**src/rtl/npc_ctrl_pkg.sv**
```systemverilog
// Shared types and constants for the NPC multi-cycle control sequencer:
// state encoding, RV32I major opcodes and the EBREAK instruction word.
package npc_ctrl_pkg;

    typedef enum logic [2:0] {
        ST_IDLE   = 3'd0,
        ST_FETCH  = 3'd1,
        ST_DECODE = 3'd2,
        ST_EXEC   = 3'd3,
        ST_MEM    = 3'd4,
        ST_WB     = 3'd5,
        ST_HALT   = 3'd6
    } state_t;

    localparam logic [6:0] OP_LUI    = 7'b0110111;
    localparam logic [6:0] OP_AUIPC  = 7'b0010111;
    localparam logic [6:0] OP_JAL    = 7'b1101111;
    localparam logic [6:0] OP_JALR   = 7'b1100111;
    localparam logic [6:0] OP_BRANCH = 7'b1100011;
    localparam logic [6:0] OP_LOAD   = 7'b0000011;
    localparam logic [6:0] OP_STORE  = 7'b0100011;
    localparam logic [6:0] OP_OPIMM  = 7'b0010011;
    localparam logic [6:0] OP_OP     = 7'b0110011;
    localparam logic [6:0] OP_SYSTEM = 7'b1110011;

    localparam logic [31:0] EBREAK = 32'h00100073;

    function automatic logic op_legal(input logic [6:0] opc);
        case (opc)
            OP_LUI, OP_AUIPC, OP_JAL, OP_JALR, OP_BRANCH,
            OP_LOAD, OP_STORE, OP_OPIMM, OP_OP, OP_SYSTEM: op_legal = 1'b1;
            default:                                       op_legal = 1'b0;
        endcase
    endfunction

    function automatic logic inst_is_ebreak(input logic [31:0] inst);
        return inst == EBREAK;
    endfunction

endpackage

```
**src/rtl/npc_perf_cnt.sv**
```systemverilog
// Pair of free-running performance counters with independent increment
// enables; wraps modulo 2^CNT_W. Used by npc_ctrl under NPC_CTRL_PERF_EN.
module npc_perf_cnt
    import npc_ctrl_pkg::*;
#(
    parameter int CNT_W = 64
) (
    input  logic             clk,
    input  logic             rst_n,
    input  logic             inc_a,
    input  logic             inc_b,
    output logic [CNT_W-1:0] cnt_a,
    output logic [CNT_W-1:0] cnt_b
);

    always_ff @(posedge clk or negedge rst_n) begin
        if (!rst_n) begin
            cnt_a <= '0;
            cnt_b <= '0;
        end else begin
            if (inc_a) cnt_a <= cnt_a + 1'b1;
            if (inc_b) cnt_b <= cnt_b + 1'b1;
        end
    end

endmodule

```
**src/rtl/npc_ctrl.sv**
```systemverilog
// Multi-cycle FETCH/DECODE/EXEC/MEM/WB sequencer for the NPC core.
// Optional mcycle/minstret counters when NPC_CTRL_PERF_EN is defined.
module npc_ctrl
    import npc_ctrl_pkg::*;
#(
    parameter int CNT_W = 64
) (
    input  logic             clk,
    input  logic             rst_n,
    output logic             ifu_req,
    input  logic             ifu_ack,
    input  logic [6:0]       op,
    input  logic             is_ebreak,
    output logic             lsu_req,
    output logic             lsu_we,
    input  logic             lsu_ack,
    output logic             ir_we,
    output logic             pc_we,
    output logic             rf_we,
    output logic             halt,
    output logic             illegal,
    output logic [2:0]       state
`ifdef NPC_CTRL_PERF_EN
    ,
    output logic [CNT_W-1:0] mcycle,
    output logic [CNT_W-1:0] minstret
`endif
);

    state_t state_q, state_d;
    logic   illegal_q;
    logic   illegal_set;

    always_ff @(posedge clk or negedge rst_n) begin
        if (!rst_n) begin
            state_q   <= ST_IDLE;
            illegal_q <= 1'b0;
        end else begin
            state_q <= state_d;
            if (illegal_set) illegal_q <= 1'b1;
        end
    end

    always_comb begin
        state_d     = state_q;
        illegal_set = 1'b0;
        ifu_req     = 1'b0;
        ir_we       = 1'b0;
        lsu_req     = 1'b0;
        lsu_we      = 1'b0;
        pc_we       = 1'b0;
        rf_we       = 1'b0;
        case (state_q)
            ST_IDLE: state_d = ST_FETCH;
            ST_FETCH: begin
                ifu_req = 1'b1;
                if (ifu_ack) begin
                    ir_we   = 1'b1;
                    state_d = ST_DECODE;
                end
            end
            ST_DECODE: begin
                // EBREAK is a clean stop; any other SYSTEM encoding is unsupported
                if (is_ebreak) begin
                    state_d = ST_HALT;
                end else if (!op_legal(op) || op == OP_SYSTEM) begin
                    state_d     = ST_HALT;
                    illegal_set = 1'b1;
                end else begin
                    state_d = ST_EXEC;
                end
            end
            ST_EXEC: state_d = (op == OP_LOAD || op == OP_STORE) ? ST_MEM : ST_WB;
            ST_MEM: begin
                lsu_req = 1'b1;
                lsu_we  = (op == OP_STORE);
                if (lsu_ack) state_d = ST_WB;
            end
            ST_WB: begin
                pc_we   = 1'b1;
                rf_we   = !(op == OP_STORE || op == OP_BRANCH);
                state_d = ST_FETCH;
            end
            ST_HALT: state_d = ST_HALT;
            default: state_d = ST_IDLE;
        endcase
    end

    assign halt    = (state_q == ST_HALT);
    assign illegal = illegal_q;
    assign state   = state_q;

`ifdef NPC_CTRL_PERF_EN
    npc_perf_cnt #(
        .CNT_W (CNT_W)
    ) u_perf_cnt (
        .clk   (clk),
        .rst_n (rst_n),
        .inc_a (1'b1),
        .inc_b (state_q == ST_WB),
        .cnt_a (mcycle),
        .cnt_b (minstret)
    );
`else
    logic unused_cnt_w;
    assign unused_cnt_w = (CNT_W > 0);
`endif

endmodule
```
**config.mk**
```make
export PLATFORM = sky130hd
export DESIGN_NAME = npc_ctrl
export DESIGN_NICKNAME = d
export VERILOG_FILES = /design/src/rtl/npc_ctrl_pkg.sv /design/src/rtl/npc_perf_cnt.sv /design/src/rtl/npc_ctrl.sv
export SDC_FILE = /design/constraint.sdc
export NUM_CORES = 1
export LEC_CHECK = 0
export CAP_MARGIN = 20
export CELL_PAD_IN_SITES_DETAIL_PLACEMENT = 1
export CELL_PAD_IN_SITES_GLOBAL_PLACEMENT = 2
export CORE_AREA = 5 5 43 63
export CTS_CLUSTER_SIZE = 20
export DETAILED_ROUTE_END_ITERATION = 8
export DIE_AREA = 0 0 48 68
export GPL_TIMING_DRIVEN = 0
export PLACE_DENSITY_LB_ADDON = 0.3
export SLEW_MARGIN = 15
export SYNTH_ARGS = -nofsm -noshare
export SYNTH_HDL_FRONTEND = slang
export SYNTH_HIERARCHICAL = 1
export SYNTH_SLANG_ARGS = --single-unit
```
**constraint.sdc**
```tcl
create_clock -name clk -period 1.5 [get_ports clk]
set_clock_uncertainty 0.15 [all_clocks]
set_input_delay 0.15 -clock clk [delete_from_list [all_inputs] [get_ports clk]]
set_output_delay 0.15 -clock clk [all_outputs]
set_load 0.005 [all_outputs]
```
==> results.cfg <==
[hold_path]
hp-class = primary input to flip-flop
hp-start = op[6]

[placed_design]
pre_cts_slack_ps = -510
place_congestion = 0.625
dpl.hpwl_um = 910
port_buffers = 22

[logic_synthesis]
netlist_top_cells_area = dfrtp_1, nand4bb_1, nor3b_1
ys_seq_elements = 4
ys_seq_area_share_pct = 31.9
yosys.area.top_type_share_pct = 31.9
ys_types = 23
syn_area_per_cell_sq_um = 9.24
synth_top_area_cell = dfrtp_1
syn_nets = 46
netlist_area_sq_um = 314
ys_warn_count = 6
netlist_instances = 34

[worst_setup_path]
r2r-start = state[1]$_DFFE_PN0P_
critPathLaunchType = flip-flop
crit_path_end_kind = output pin
cp.arrival_ps = 1340
worst_ep_required_time_ps = 1200
crit_start = state[1]$_DFFE_PN0P_
path_class = flip-flop to output pin
cp_max_fo = 6
reg2reg_slack_ps = 90

[clock_network]
insertion_delay_ps = 230
numCtsBuffers = 3
ctsRootBufferMaster = clkbuf_4
clock_sinks = 4
cts_tree = done
htreeDepth = 1
clockBufferDepth = 2
clk_pin_slew_worst_paths_ps = 40

[timing]
finalWorstSetupSlack_ps = -140
worst_pin_slew_ps = 378
relSlewSlack_pct = 74.7
clock.fmax_mhz = 610
setup-violations-final = 4
slew_violations = 0
fin_crit_ps = 1640
min_period_over_period_pct = 109
hold_violations = 0
tns_ps = -364
rsz0062_at_grt = true

[pwr]
combPwrFrac_pct = 68.9
irDropWorstVdd_mv = 0.626
power_mw = 1.05
power.switching_mw = 0.354
p_sw_share_pct = 33.8
sequentialPowerShare_pct = 18.7
pwr_density_cell_nw_per_um2 = 1380
clkPwrFrac_pct = 12.4
internal_power_mw = 0.695
p_leak_nw = 0.349

[global_routing]
grt_pass1_vias = 472
grt_usage_pct = 8.14
grt_remaining_overflow = 0
grt_pass1_wl_um = 1900
antenna_found_initial = 0
grt_max_degree = 7

[detailed_routing]
first_pass_iters = 1
vias_per_cell = 4.42
detail-route-antenna-nets = 0
vias = 433
wirelength_um = 1310
drc = 0
wl_per_cell_um = 13.3
drtIter0Drc = 0

[outcome]
status = finished, violations left
violations = setup timing

[floorplanning]
io_pins = 23
fp.dieW_um = 48
rows = 21
start_util_pct = 14.6
die_area_sq_um = 3260
core_sq_um = 2150
die_h_um = 68

[final_layout]
antennaDiodeCount = 0
syn2layout_area_growth_pct = 142
drive_gt1_share_pct = 53.3
fillers = 257
nets = 89

[job]
cap_violations = 0
[worst paths after layout]
path / to / cells past startpoint
worst max-delay path: lsu_we / 3
worst min-delay path: state[0]$_DFFE_PN0P_ / 3
worst max register to register: state[0]$_DFFE_PN0P_ / 5
worst min register to register: illegal$_DFFE_PN0P_ / 2
max in group asynchronous: state[1]$_DFFE_PN0P_ / 2
min in group asynchronous: illegal$_DFFE_PN0P_ / 2
[repair_timing]
| action | in CTS | in global routing |
|---|---|---|
| hold buffers | 1 | 0 |
| setup endpoints to repair | 10 | 7 |
| resized for setup | 43 | 7 |
| pin swaps | 6 | 1 |
| hold endpoints to repair | 4 | 0 |
| setup buffers | 12 | 3 |
[routing by layer]
| metal | vias to the layer above | track usage [%] | share of wire, % |
|---|---|---|---|
| met5 | - | 0 | 0 |
| met4 | 0 | 5.05 | 0 |
| met3 | 0 | 0.789 | 6.8 |
| met2 | 13 | 15.4 | 58 |
| met1 | 207 | 7.72 | 36 |
| li1 | 213 | - | - |
[area by class of cell]
type                       count  area (sq um)  area share, %
tap                           23          28.8           3.79
clock buffer                   3          22.5           2.97
sequential                     4           104           13.7
inverter                       4          15.0           1.98
timing repair buffer          38           324           42.7
multi-input combinational     26           265           34.9
[cell families (layout without fill, tap and decap cells)]
family                 Yosys count  after routing  share of synthesized area (%)
flip-flops                       4              4                           31.9
buffers and inverters            4             45                           4.78
AND/OR/NAND/NOR                 16             16                           37.0
AO/OA/AOI/OAI                   10             10                           26.3
[power by group through the flow]
stage,Combinational [mW],Clock [mW],Sequential [mW]
5_1_grt,0.793,0.142,0.202
6_report,0.723,0.130,0.197
2_1_floorplan,0.180,0,0.208
3_5_place_dp,0.443,0,0.230
3_3_place_gp,0.440,0,0.228
4_1_cts,0.670,0.139,0.192
[critical path, stage by stage (launching register included)]
cell	delay [ps]
dfrtp_2	430
or3_4	400
nor4_4	130
buf_2	150
[sequential cells by signal, indices dropped and copies added (netlist names)]
name	flops
state	3
illegal	1
[cells in the mapped netlist (all sizes together)]
cell type and instances:
a2111oi 1, a211oi 1, a21boi 1, a21oi 1, dfrtp 4, inv 4, nand2 3, nand2b 2
nand4bb 2, nor2 1, nor3 1, nor3b 3, nor4 2, nor4b 1, o211ai 1, o21a 1
o21ai 1, o21ba 1, o2bb2ai 1, o41ai 1, or3 1
[cells in the final DEF, fill, tap and decap left out, types with 2 or more instances in the layout]
cell type	netlist	routed
buf_4	0	14
clkdlybuf4s50_1	0	7
dlygate4sd2_1	0	6
buf_2	0	4
inv_2	1	3
nand2_1	3	3
clkbuf_4	0	3
dfrtp_2	0	3
nor3b_2	0	2
nand2b_4	0	2
nand4bb_4	0	2
clkdlybuf4s15_1	0	2
buf_6	0	2
[per-stage QoR]
step / util (%) / instance area [sq um] / cells / hold WS [ps]
floorplan: - / 314 / 34 / -296
global placement: 26.1 / 563 / 79 / 214
detailed placement: 26.1 / 563 / 79 / 212
CTS: 33.4 / 721 / 95 / 328
global route: 35.2 / 759 / 98 / 353
finish: 35.2 / 759 / 98 / 292
Note: power is estimated with default switching activity, not from simulation.
